[config.mk]
export PLATFORM = sky130hd
export DESIGN_NAME = online_log_taylor_horner
export DESIGN_NICKNAME = d
export VERILOG_FILES = /design/src/rtl/online_pkg.sv /design/src/rtl/online_adder.sv /design/src/rtl/online_horner_step.sv /design/src/rtl/online_mult.sv /design/src/rtl/online_log_taylor_horner.sv
export SDC_FILE = /design/constraint.sdc
export NUM_CORES = 1
export LEC_CHECK = 0
export CORE_AREA = 2 2 176 178
export DETAILED_ROUTE_END_ITERATION = 10
export DIE_AREA = 0 0 178 180
export PLACE_DENSITY = 0.53
export SLEW_MARGIN = 20
export SYNTH_ARGS = -nofsm -noshare
export SYNTH_HDL_FRONTEND = slang
export SYNTH_SLANG_ARGS = --single-unit
[constraint.sdc]
create_clock -name clk -period 12.5 [get_ports clk]
set_clock_uncertainty 0.05 [all_clocks]
set_input_delay 2.5 -clock clk [delete_from_list [all_inputs] [get_ports clk]]
set_output_delay 2.5 -clock clk [all_outputs]
set_load 0.01 [all_outputs]
[src/rtl/online_pkg.sv]
// Shared constants, helpers and state encoding for the online-arithmetic cores.
// Signed digits are {pos, neg} bit pairs; the MSB digit of a word carries weight 2^0.
package online_pkg;

    localparam int DIGIT_W = 2;

    typedef enum logic [1:0] {
        IDLE = 2'd0,
        LOAD = 2'd1,
        ITER = 2'd2,
        DONE = 2'd3
    } state_e;

    function automatic int wl(input int stage);
        return DIGIT_W * stage;
    endfunction

    // Digit 2'b01 (value -1) in the most significant position, zeros elsewhere.
    function automatic logic [63:0] minus_one(input int stage);
        return 64'(1) << (wl(stage) - 2);
    endfunction

endpackage

[src/rtl/online_adder.sv]
// Signed-digit adder: a + b + cin, full-precision result one digit wider than the operands.
// The result is emitted sign-magnitude style, so dropping low digits truncates toward zero.
module online_adder
    import online_pkg::*;
#(
    parameter int STAGE = 8
) (
    input  logic [2*STAGE-1:0] a,
    input  logic [2*STAGE-1:0] b,
    input  logic               cin,
    output logic [2*STAGE+1:0] s
);
    localparam int WL = wl(STAGE);
    localparam int SW = STAGE + 2;
    localparam int MW = STAGE + 1;

    logic [STAGE-1:0]     a_pos, a_neg, b_pos, b_neg;
    logic signed [SW-1:0] sum;
    logic [MW-1:0]        mag;
    logic                 sum_neg;
    logic [WL-1:0]        unused_a_chk;

    genvar gi;
    generate
        for (gi = 0; gi < STAGE; gi++) begin : g_split
            assign a_pos[gi] = a[2*gi+1];
            assign a_neg[gi] = a[2*gi];
            assign b_pos[gi] = b[2*gi+1];
            assign b_neg[gi] = b[2*gi];
        end
    endgenerate

    assign unused_a_chk = a;

    assign sum = $signed({2'b00, a_pos}) - $signed({2'b00, a_neg})
               + $signed({2'b00, b_pos}) - $signed({2'b00, b_neg})
               + $signed({{(SW-1){1'b0}}, cin});
    assign sum_neg = sum[SW-1];
    assign mag     = sum_neg ? MW'(-sum) : MW'(sum);

    generate
        for (gi = 0; gi < MW; gi++) begin : g_pack
            assign s[2*gi+1] = mag[gi] & ~sum_neg;
            assign s[2*gi]   = mag[gi] & sum_neg;
        end
    endgenerate

endmodule

[src/rtl/online_horner_step.sv]
// One Horner step: acc_next = top(top(acc * t) + c), keeping the most significant word each time.
module online_horner_step
    import online_pkg::*;
#(
    parameter int STAGE = 8
) (
    input  logic [2*STAGE-1:0] acc,
    input  logic [2*STAGE-1:0] t,
    input  logic [2*STAGE-1:0] c,
    output logic [2*STAGE-1:0] acc_next
);
    localparam int WL = wl(STAGE);

    logic [2*WL-1:0] prod_full;
    logic [WL-1:0]   p;
    logic [WL+1:0]   sum_full;
    logic [WL+1:0]   unused_low_bits;

    online_mult #(.STAGE(STAGE)) u_mult (
        .a (acc),
        .b (t),
        .p (prod_full)
    );

    assign p = prod_full[2*WL-1:WL];

    online_adder #(.STAGE(STAGE)) u_add (
        .a   (p),
        .b   (c),
        .cin (1'b0),
        .s   (sum_full)
    );

    assign acc_next        = sum_full[WL+1:2];
    assign unused_low_bits = {prod_full[WL-1:2], sum_full[1:0]};

endmodule

[src/rtl/online_mult.sv]
// Signed-digit multiplier: a * b at full precision (2*STAGE digits).
// Output digits are sign-magnitude style, so keeping the upper half truncates toward zero.
module online_mult
    import online_pkg::*;
#(
    parameter int STAGE = 8
) (
    input  logic [2*STAGE-1:0] a,
    input  logic [2*STAGE-1:0] b,
    output logic [4*STAGE-1:0] p
);
    localparam int PW = 2 * STAGE + 2;
    localparam int MW = 2 * STAGE;

    logic [STAGE-1:0]        a_pos, a_neg, b_pos, b_neg;
    logic signed [STAGE:0]   ia, ib;
    logic signed [PW-1:0]    prod;
    logic [MW-1:0]           mag;
    logic                    prod_neg;

    genvar gi;
    generate
        for (gi = 0; gi < STAGE; gi++) begin : g_split
            assign a_pos[gi] = a[2*gi+1];
            assign a_neg[gi] = a[2*gi];
            assign b_pos[gi] = b[2*gi+1];
            assign b_neg[gi] = b[2*gi];
        end
    endgenerate

    assign ia       = $signed({1'b0, a_pos}) - $signed({1'b0, a_neg});
    assign ib       = $signed({1'b0, b_pos}) - $signed({1'b0, b_neg});
    assign prod     = PW'(ia) * PW'(ib);
    assign prod_neg = prod[PW-1];
    assign mag      = prod_neg ? MW'(-prod) : MW'(prod);

    generate
        for (gi = 0; gi < MW; gi++) begin : g_pack
            assign p[2*gi+1] = mag[gi] & ~prod_neg;
            assign p[2*gi]   = mag[gi] & prod_neg;
        end
    endgenerate

endmodule

[src/rtl/online_log_taylor_horner.sv]
// Iterative Horner evaluator of y = sum c_k (x-1)^k with a runtime-writable coefficient file.
// One multiply-add per ITER cycle; result held in DONE until out_ready.
module online_log_taylor_horner
    import online_pkg::*;
#(
    parameter int STAGE     = 8,
    parameter int ORDER_MAX = 4,
    parameter logic [(ORDER_MAX+1)*2*STAGE-1:0] COEF_INIT =
        {16'h0000, 16'h0000, 16'h02a0, 16'h0a2a, 16'h0000}
) (
    input  logic                               clk,
    input  logic                               rst,
    input  logic                               in_valid,
    output logic                               in_ready,
    input  logic [2*STAGE-1:0]                 in_x,
    input  logic [$clog2(ORDER_MAX+1)-1:0]     in_order,
    output logic                               out_valid,
    input  logic                               out_ready,
    output logic [2*STAGE-1:0]                 out_y,
    input  logic                               coef_we,
    input  logic [$clog2(ORDER_MAX+1)-1:0]     coef_addr,
    input  logic [2*STAGE-1:0]                 coef_wdata,
    output logic                               coef_ready,
    output logic                               busy
);
    localparam int WL = wl(STAGE);
    localparam int AW = $clog2(ORDER_MAX + 1);
    localparam logic [WL-1:0] M1    = WL'(minus_one(STAGE));
    localparam logic [AW-1:0] N_MAX = AW'(ORDER_MAX);

    localparam logic [1:0] ST_IDLE = IDLE;
    localparam logic [1:0] ST_LOAD = LOAD;
    localparam logic [1:0] ST_ITER = ITER;
    localparam logic [1:0] ST_DONE = DONE;

    logic [1:0]    state_reg;
    logic [WL-1:0] x_reg, t_reg, acc_reg, out_y_reg;
    logic          out_valid_reg;
    logic [AW-1:0] n_reg, k_reg;

    logic [ORDER_MAX:0][WL-1:0] coef_vec;
    logic          idle_ok, accept, coef_wr;
    logic [AW-1:0] n_clamped, k_dec;
    logic [WL+1:0] t_full;
    logic [WL-1:0] t_next, acc_next;
    logic [1:0]    unused_t_bits;

    assign idle_ok    = (state_reg == ST_IDLE) && !rst;
    assign in_ready   = idle_ok;
    assign coef_ready = idle_ok;
    assign busy       = (state_reg != ST_IDLE);
    assign out_valid  = out_valid_reg;
    assign out_y      = out_y_reg;

    assign accept    = in_valid && idle_ok;
    assign coef_wr   = coef_we && idle_ok && (coef_addr <= N_MAX);
    assign n_clamped = (in_order > N_MAX) ? N_MAX : in_order;
    assign k_dec     = k_reg - AW'(1);

    // Coefficient file: plain registers so reset can restore COEF_INIT.
    genvar gi;
    generate
        for (gi = 0; gi <= ORDER_MAX; gi++) begin : g_coef
            logic [WL-1:0] c_reg;
            always_ff @(posedge clk) begin
                if (rst) begin
                    c_reg <= COEF_INIT[gi*WL +: WL];
                end else if (coef_wr && (coef_addr == AW'(gi))) begin
                    c_reg <= coef_wdata;
                end
            end
            assign coef_vec[gi] = c_reg;
        end
    endgenerate

    online_adder #(.STAGE(STAGE)) u_shift (
        .a   (x_reg),
        .b   (M1),
        .cin (1'b0),
        .s   (t_full)
    );

    assign t_next        = t_full[WL+1:2];
    assign unused_t_bits = t_full[1:0];

    online_horner_step #(.STAGE(STAGE)) u_step (
        .acc      (acc_reg),
        .t        (t_reg),
        .c        (coef_vec[k_dec]),
        .acc_next (acc_next)
    );

    always_ff @(posedge clk) begin
        if (rst) begin
            state_reg     <= ST_IDLE;
            x_reg         <= '0;
            t_reg         <= '0;
            acc_reg       <= '0;
            out_y_reg     <= '0;
            out_valid_reg <= 1'b0;
            n_reg         <= '0;
            k_reg         <= '0;
        end else begin
            case (state_reg)
                ST_IDLE: begin
                    if (accept) begin
                        x_reg     <= in_x;
                        n_reg     <= n_clamped;
                        state_reg <= ST_LOAD;
                    end
                end
                ST_LOAD: begin
                    t_reg   <= t_next;
                    acc_reg <= coef_vec[n_reg];
                    k_reg   <= n_reg;
                    if (n_reg == '0) begin
                        out_y_reg     <= coef_vec[n_reg];
                        out_valid_reg <= 1'b1;
                        state_reg     <= ST_DONE;
                    end else begin
                        state_reg <= ST_ITER;
                    end
                end
                ST_ITER: begin
                    acc_reg <= acc_next;
                    k_reg   <= k_dec;
                    // k == 1 means this step consumed c0: the result is final.
                    if (k_reg == AW'(1)) begin
                        out_y_reg     <= acc_next;
                        out_valid_reg <= 1'b1;
                        state_reg     <= ST_DONE;
                    end
                end
                ST_DONE: begin
                    if (out_ready) begin
                        out_valid_reg <= 1'b0;
                        state_reg     <= ST_IDLE;
                    end
                end
                default: state_reg <= ST_IDLE;
            endcase
        end
    end

endmodule

==> results of run 1 <==
-- how the worst max path moves through the flow --
stage                from           to
2_1_floorplan  acc_reg[1]  acc_reg[14]
6_report       acc_reg[1]  acc_reg[14]
3_3_place_gp   acc_reg[1]  acc_reg[12]
3_5_place_dp   acc_reg[1]  acc_reg[14]
5_1_grt        acc_reg[1]  acc_reg[14]
4_1_cts        acc_reg[1]    out_y[12]
-- per-stage QoR --
step | hold WS, ns | instance area, um2 | util (%) | setup slack (ns) | cells
finish | 0.409 | 13600 | 45.1 | 2.62 | 1862
global route | 0.427 | 13600 | 45.1 | 1.95 | 1862
CTS | 0.411 | 13600 | 45.1 | 2.70 | 1862
detailed placement | 0.399 | 13000 | 43.0 | 2.73 | 1830
global placement | 0.394 | 13000 | 43.0 | 2.81 | 1830
floorplan | 0.386 | 12000 | - | 3.42 | 1420
-- cells by family (layout without fill, tap and decap cells) --
family	count (synthesis)	in the layout	share of synthesized area, %
adders and majority gates	162	162	22.0
DFF	153	153	25.6
AOI/OAI and AO/OA	277	277	15.1
buffers and inverters	200	246	6.39
and+or+nand+nor	493	493	18.4
muxes	78	78	8.21
xor gates and xnor gates	57	57	4.24
-- synthesized netlist by cell type, types with 3 or more instances --
cell type	count	area, um2
a211oi_1	37	278
nand2_1	188	706
clkbuf_1	55	206
buf_1	5	18.8
mux2i_1	62	621
nand4_1	7	43.8
dfxtp_1	153	3060
inv_1	131	492
nor2_1	184	691
or2_2	7	43.8
a211o_1	5	43.8
a21oi_1	110	551
nand3b_1	19	143
ha_1	81	1010
nor3b_1	3	22.5
a21o_1	9	67.6
o31ai_1	17	128
a311oi_1	3	26.3
mux4_2	16	360
o21a_1	5	37.5
a22oi_1	11	82.6
xor2_1	22	193
and3_1	3	18.8
xnor2_1	34	298
buf_2	7	35.0
nand2b_1	20	125
and2_1	5	31.3
nor3_1	16	80.1
nor4_1	4	25.0
nand3_1	11	55.1
o21ai_0	40	200
fa_1	81	1620
nor2b_1	11	68.8
or3_1	4	25.0
-- cell type report --
type                    instances  area (um2)
multi-input cells            1067        8150
fillers                      2998       16600
well taps                     396         495
flip-flops and latches        153        3060
repair buffers                 82         768
clock inverters                15         214
inverters                     132         495
clock buffers                  17         425
-- worst max-delay path, delay by kind of cell (launching register included) --
family | cells | cell delay, ns
AO/OA/AOI/OAI | 13 | 2.69
XOR/XNOR | 2 | 0.72
adder cells (fa/ha/maj) | 10 | 4.42
buffers and inverters | 4 | 0.34
flip-flops | 1 | 0.31
AND/OR/NAND/NOR | 6 | 1.20
-- layer usage --
metal  GRT usage, %  share of wire, %  up-vias
met1           30.5                48     4675
li1               -                 -     4854
met5              0                 0        -
met4           5.34               1.6        0
met3           2.86               4.2       41
met2           33.1                46      243
==> reports/results.ini, run 1 <==
[status]
run_status=completed

[finish]
mostFrequentLayoutCell=nand2_1
n_antenna_cell=0
syn2layout_area_growth_pct=13.9
layout-drive-gt1-share_pct=6.68
final_cell_mix=nand2_1, nor2_1, dfxtp_1
largest_register_ffs=80
nets=1658

[place]
place_hpwl_mm=24.3
gp_congestion=0.876
io_buffers=62

[synth]
synth_cell_types=75
synth_enable_flop_cells=0
postSynthCellCount=1420
synthArstFlopShare_pct=0
synth.avg_cell_area_um2=8.42
synth_flop_cell=dfxtp_1
syn_area_um2=12000
ys_warn_count=0
ys_seq_elements=153
synthesis.nets=1625
yosysSeqAreaShare_pct=25.6

[worst_setup_path]
critPathLaunchType=flip-flop
reg2reg_depth=35
path_class=flip-flop to flip-flop
critPathMaxStageDelay_ns=0.57
required_ns=12.74
cp_max_fo=13
crit_top_cell=fa_1
worstSetupEndpointType=flip-flop
r2r_setup_slack_ns=2.62
timing.rr.start=acc_reg[1]
slowest_stage=fa_1
r2r_end=acc_reg[14]
critical_path_arrival_ns=10.12

[timing]
setup_violations=0
slew_violations=0
tns_ns=0
worstMarginPinSlew_ns=1.00
hold_viol_final=0
timing.final.crit_period_ns=9.88
finalCritPeriodShare_pct=79.1
fmax_mhz=101
max_slew_margin_pct=32.9
rsz0062_at_grt=false

[grt]
antenna_found_initial=0
overflow=0
first_global_vias=9659
grt_pass1_wl_mm=53.1
grt_util_all_layers_pct=21.1
grt_max_degree=56

[clock_tree]
cts.clk_slew.worst_paths_ns=0.06
root_buffer=clkbuf_16
cts_max_level=4
post_cts_buffers=0
cts_hold_buf=0
cts_tree=done
cts_buffer_depth=2
cts-resized-gates=0
clock-sinks=153
clk-insertion-delay-late_ns=0.43
cts_buffers=17

[die]
die_w_um=178
dieArea_um2=32000
row_count=64
ioPinCount=63
die_y_um=180
start_util_pct=39.6
core_area_um2=30200

[drt]
drt_iter0_drc=774
routed_wl_mm=32.7
dr_total_vias=9813
dr.pass1.iters=5
ant_nets=0
wl_per_cell_um=17.6
vias_per_cell=5.27
drc_errors=0

[min_path]
holdPathEnd=n_reg[0]
holdPathStages=2
min_from=n_reg[0]
hp-class=flip-flop to flip-flop

[run]
drv_cap=0

Power of run 1 is not shown: default switching activity piles up to over one toggle a cycle in this logic, so the estimate is an artifact.
==> inputs of run 2 (changes only) <==
Settings changed: PLACE_DENSITY 0.53 to 0.55.
Clock period 12.5 ns to 9 ns, I/O delays scaled along.
==> run 2 against run 1 <==
Register-to-register slack worse by 2.3 ns. Hold slack worse by 0.0013 ns. Cell count grew 4.5%. Sequential cell count stayed put. Sequential share of layout area shrank 1.6 points. Clock-buffer cell count up 1. Die area unchanged. Via count is 3.7% higher. Critical path depth is 2 higher. Worst setup slack lost 2.3 ns. Design area up 7.8%. Largest cell class unchanged.
==> reports/results.ini, run 2 (synthesized netlist as in run 1, its figures left out) <==
[worst_setup_path]
critical_path_arrival_ns=8.95  ; -1.17 ns
critPathLaunchType=flip-flop
required_ns=9.22  ; -3.52 ns
critPathMaxStageDelay_ns=0.60  ; +0.03 ns
worstSetupEndpointType=flip-flop
slowest_stage=fa_2
path_class=flip-flop to flip-flop
r2r_setup_slack_ns=0.27  ; -2.34 ns
cp_max_fo=7  ; -6

[drt]
ant_nets=0  ; unchanged
dr.pass1.iters=5  ; unchanged
routed_wl_mm=33.5  ; +2.6%
wl_per_cell_um=17.2  ; -1.8%
dr_total_vias=10177  ; +3.7%
drc_errors=0  ; unchanged
drt_iter0_drc=531  ; -31%
vias_per_cell=5.23  ; -0.77%

[finish]
n_antenna_cell=0  ; unchanged
final_design_area_no_fill_um2=14700  ; +7.8%
layout-drive-gt1-share_pct=16.4  ; +9.7 points
multi_input_area_um2=8590  ; +5.5%
final_cell_mix=nand2_1, nor2_1, dfxtp_1
post-route-util_pct=48.6  ; +3.5 points
largest_register_ffs=80  ; unchanged
mostFrequentLayoutCell=nand2_1
syn2layout_area_growth_pct=22.7
nets=1742  ; +5.1%
fill_cells=2921  ; -2.6%
regArea_um2=3070  ; about the same

[place]
placed_cell_area_um2=13400  ; +3.6%
place_hpwl_mm=24.6  ; +1.3%
io_buffers=62  ; unchanged
gp_congestion=0.844  ; -3.6%
preCtsSetupSlack_ns=-0.268  ; -3.00 ns

[timing]
timing.final.crit_period_ns=8.73  ; -1.16 ns
setup_violations=0  ; unchanged
slew_violations=0  ; unchanged
worst_slack_ns=0.274  ; -2.34 ns
max_slew_margin_pct=31.7  ; -1.2 points
rsz0062_at_grt=true
finalCritPeriodShare_pct=97.0  ; +18 points
fmax_mhz=115  ; +13%
hold_viol_final=0  ; unchanged
worstMarginPinSlew_ns=1.02  ; +0.0218 ns

[die]
die_y_um=180  ; unchanged
dieArea_um2=32000  ; unchanged
die_w_um=178  ; unchanged
row_count=64  ; unchanged
core_area_um2=30200  ; unchanged
ioPinCount=63  ; unchanged
start_util_pct=39.6  ; unchanged

[clock_tree]
cts_tree=done
cts.clk_slew.worst_paths_ns=0.06  ; about the same
cts_max_level=4  ; unchanged
cts_buffer_depth=2  ; unchanged
root_buffer=clkbuf_16
clock-sinks=153  ; unchanged
cts_buffers=17  ; unchanged
cts_hold_buf=0  ; unchanged
clk-insertion-delay-late_ns=0.43  ; about the same

[grt]
overflow=0  ; unchanged
grt_pass1_wl_mm=53.6  ; +0.94%
grt_util_all_layers_pct=21.1  ; -0.045 points
antenna_found_initial=1  ; +1
grt_max_degree=81  ; +45%
first_global_vias=10169  ; +5.3%

[run]
drv_cap=0  ; unchanged

[min_path]
hp-class=flip-flop to flip-flop

[status]
run_status=completed

## run 2: per-layer routing
metal / global-route usage [%] / part of all wire, %
met3: 2.94 / 4.6
met5: 0 / 0.024
met2: 34.1 / 48
met1: 29.3 / 46
met4: 5.70 / 1.8
## run 2: critical path: cells and delay by family, from the launching register on
family                   cells  cell delay, ns
flip-flops                   1            0.34
AND/OR/NAND/NOR              9            1.54
adder cells (fa/ha/maj)      9            3.74
XOR/XNOR                     2            0.50
AO/OA/AOI/OAI               10            1.72
buffers and inverters        7            0.68
## run 2: per-stage QoR
step / hold WS, ns / cells / setup TNS [ns]
after detailed placement: 0.403 / 1890 / -5.38
final: 0.408 / 1946 / 0
after CTS: 0.410 / 1925 / 0
after global routing: 0.442 / 1946 / -1.25
after floorplan: 0.386 / 1420 / 0
after global placement: 0.395 / 1890 / -4.92
## run 2: path summary, 6_finish.rpt
check | from | to | depth (start not counted)
worst max register to register | acc_reg[2] | acc_reg[12] | 37
worst max-delay path | acc_reg[2] | acc_reg[12] | 37
worst min register to register | t_reg[15] | t_reg[15] | 2
worst min-delay path | t_reg[15] | t_reg[15] | 2
## run 2: final cells by class
| cell class | instances | area share [%] |
|---|---|---|
| Multi-Input combinational cell | 1067 | 58.6 |
| Sequential cell | 153 | 20.9 |
| Timing Repair Buffer | 166 | 9.72 |
| Inverter | 132 | 3.38 |
| Tap cell | 396 | 3.38 |
| Clock buffer | 18 | 2.93 |
| Clock inverter | 14 | 1.12 |
## run 2: timing repair
| item | 4_1_cts | 5_1_grt |
|---|---|---|
| pin swaps | 3 | 72 |
| resized for setup | 8 | 102 |
| setup endpoints to repair | 32 | 32 |
| buffers inserted | 3 | 21 |
Power of run 2 is left out for the same reason.
==> inputs of run 3 (changes only) <==
Settings changed: CTS_BUF_LIST from default to sky130_fd_sc_hd__clkbuf_4 sky130_fd_sc_hd__clkbuf_8, CTS_CLUSTER_DIAMETER from default to 80, RECOVER_POWER from default to 100.
==> run 3 against run 2 <==
Core utilization is 0.37 points lower. Critical path depth increased by 2. Non-clock buffer count did not move. Routed wire length down 0.22%. Design area down 0.76%. Global-route usage about the same. Clock-buffer cell count unchanged. Die area is the same. First-iteration DRC count increased by 4.7%. Sequential share of layout area increased by 0.16 points. Critical endpoint unchanged.
==> reports/results.ini, run 3 (synthesized netlist as in run 1, its figures left out) <==
[timing]
slew_violations=0  ; unchanged
finalCritPeriodShare_pct=96.5  ; -0.48 points
tns_ns=0  ; unchanged
timing.final.crit_period_ns=8.68  ; -0.0428 ns
setup_violations=0  ; unchanged
max_slew_margin_pct=31.3  ; -0.39 points
rsz0062_at_grt=true
fmax_mhz=115  ; +0.49%
hold_viol_final=0  ; unchanged
worstMarginPinSlew_ns=1.03  ; +0.00589 ns

[die]
dieArea_um2=32000  ; unchanged
die_w_um=178  ; unchanged
start_util_pct=39.6  ; unchanged
core_area_um2=30200  ; unchanged
row_count=64  ; unchanged
die_y_um=180  ; unchanged
ioPinCount=63  ; unchanged

[worst_setup_path]
required_ns=9.26  ; +0.04 ns
critPathLaunchType=flip-flop
r2r_setup_slack_ns=0.32  ; +0.04 ns
worstSetupEndpointType=flip-flop
critical_path_arrival_ns=8.94  ; about the same
slowest_stage=fa_1
reg2reg_depth=39  ; +5.4%
r2r_end=acc_reg[12]
cp-startpoint=acc_reg[1]
cp_max_fo=7  ; unchanged
critPathMaxStageDelay_ns=0.58  ; -0.02 ns
timing.rr.start=acc_reg[1]
path_class=flip-flop to flip-flop
crit_top_cell=fa_1

[clock_tree]
cts_buffer_depth=2  ; unchanged
clk-insertion-delay-late_ns=0.46  ; +0.03 ns
cts_hold_buf=0  ; unchanged
root_buffer=clkbuf_8
cts.clk_slew.worst_paths_ns=0.09  ; +0.03 ns
cts_tree=done
clock-sinks=153  ; unchanged
cts_buffers=17  ; unchanged
cts_max_level=4  ; unchanged

[drt]
wl_per_cell_um=17.2  ; -0.22%
dr.pass1.iters=5  ; unchanged
routed_wl_mm=33.5  ; -0.22%
drc_errors=0  ; unchanged
ant_nets=0  ; unchanged
drt_iter0_drc=556  ; +4.7%
vias_per_cell=5.25  ; +0.29%
dr_total_vias=10207  ; +0.29%

[grt]
antenna_found_initial=0  ; -1
grt_pass1_wl_mm=53.6  ; about the same
met1_usage_pct=29.5  ; +0.16 points
grt_max_degree=81  ; unchanged
grt_util_all_layers_pct=21.0  ; -0.049 points
met3_usage_pct=2.66  ; -0.27 points
grt_use_met2_pct=34.1  ; about the same
first_global_vias=10119  ; -0.49%
grt_busiest_layer=met2
overflow=0  ; unchanged

[finish]
syn2layout_area_growth_pct=21.8
largest_register_ffs=80  ; unchanged
mostFrequentLayoutCell=nand2_1
regArea_um2=3070  ; unchanged
layout-drive-gt1-share_pct=17.2  ; +0.77 points
fill_cells=2944  ; +0.79%
nets=1742  ; unchanged
multi_input_area_um2=8650  ; +0.66%
final_cell_mix=nand2_1, nor2_1, dfxtp_1
n_antenna_cell=0  ; unchanged

[place]
gp_congestion=0.844  ; unchanged
place_hpwl_mm=24.6  ; unchanged
io_buffers=62  ; unchanged

[min_path]
holdPathEnd=t_reg[15]
holdPathStages=2  ; unchanged
min_from=t_reg[15]
hp-class=flip-flop to flip-flop

[run]
drv_cap=0  ; unchanged

[status]
run_status=completed

run 3: cell count changes in the layout (fill, tap and decap cells not counted), sizes merged:
cell           before  now
dlygate4sd3         0    1
clkdlybuf4s50      61   60
run 3: worst max-delay path by stage:
stage                   to  cells past startpoint
6_report       acc_reg[12]                     39
3_5_place_dp   acc_reg[14]                     35
2_1_floorplan  acc_reg[14]                     36
3_3_place_gp   acc_reg[14]                     34
5_1_grt          out_y[12]                     36
4_1_cts        acc_reg[14]                     34
run 3: critical path: cells and delay by family (launching register included):
kind                       cells  cell delay, ns
DFF                            1            0.33
xor gates and xnor gates       2            0.41
and+or+nand+nor                6            0.85
buffers and inverters          8            0.93
AOI/OAI and AO/OA             13            2.15
adders and majority gates     10            3.77
run 3: layout make-up:
class / count / area share [%]
multi-input cells: 1067 / 59.4
clock buffers: 18 / 1.66
flip-flops and latches: 153 / 21.1
repair buffers: 166 / 9.93
clock inverters: 14 / 1.13
well taps: 396 / 3.40
inverters: 132 / 3.40
run 3: per-layer routing:
| layer | up-vias | wire length [um] |
|---|---|---|
| li1 | 5029 | - |
| met1 | 4911 | 15600 |
| met2 | 221 | 15800 |
| met3 | 46 | 1400 |
| met4 | 0 | 689 |
| met5 | - | 0 |
run 3: stage by stage:
step                      hold slack [ns]  utilization, %  area (um2)  worst slack, ns  cells
after floorplan                     0.386               -       12000           0.0336   1420
after global placement              0.395            44.5       13400           -0.252   1890
after detailed placement            0.403            44.5       13400           -0.268   1890
after CTS                           0.413            46.0       13900           0.0208   1925
after global routing                0.446            48.2       14600          -0.0635   1946
final                               0.412            48.2       14600            0.316   1946
run 3: timing repair:
action | 4_1_cts | 5_1_grt
hold endpoints to repair | 0 | 0
setup endpoints to repair | 32 | 32
pin swaps | 3 | 81
setup buffers | 3 | 21
gates resized for setup | 8 | 113
Power of run 3 is left out for the same reason.
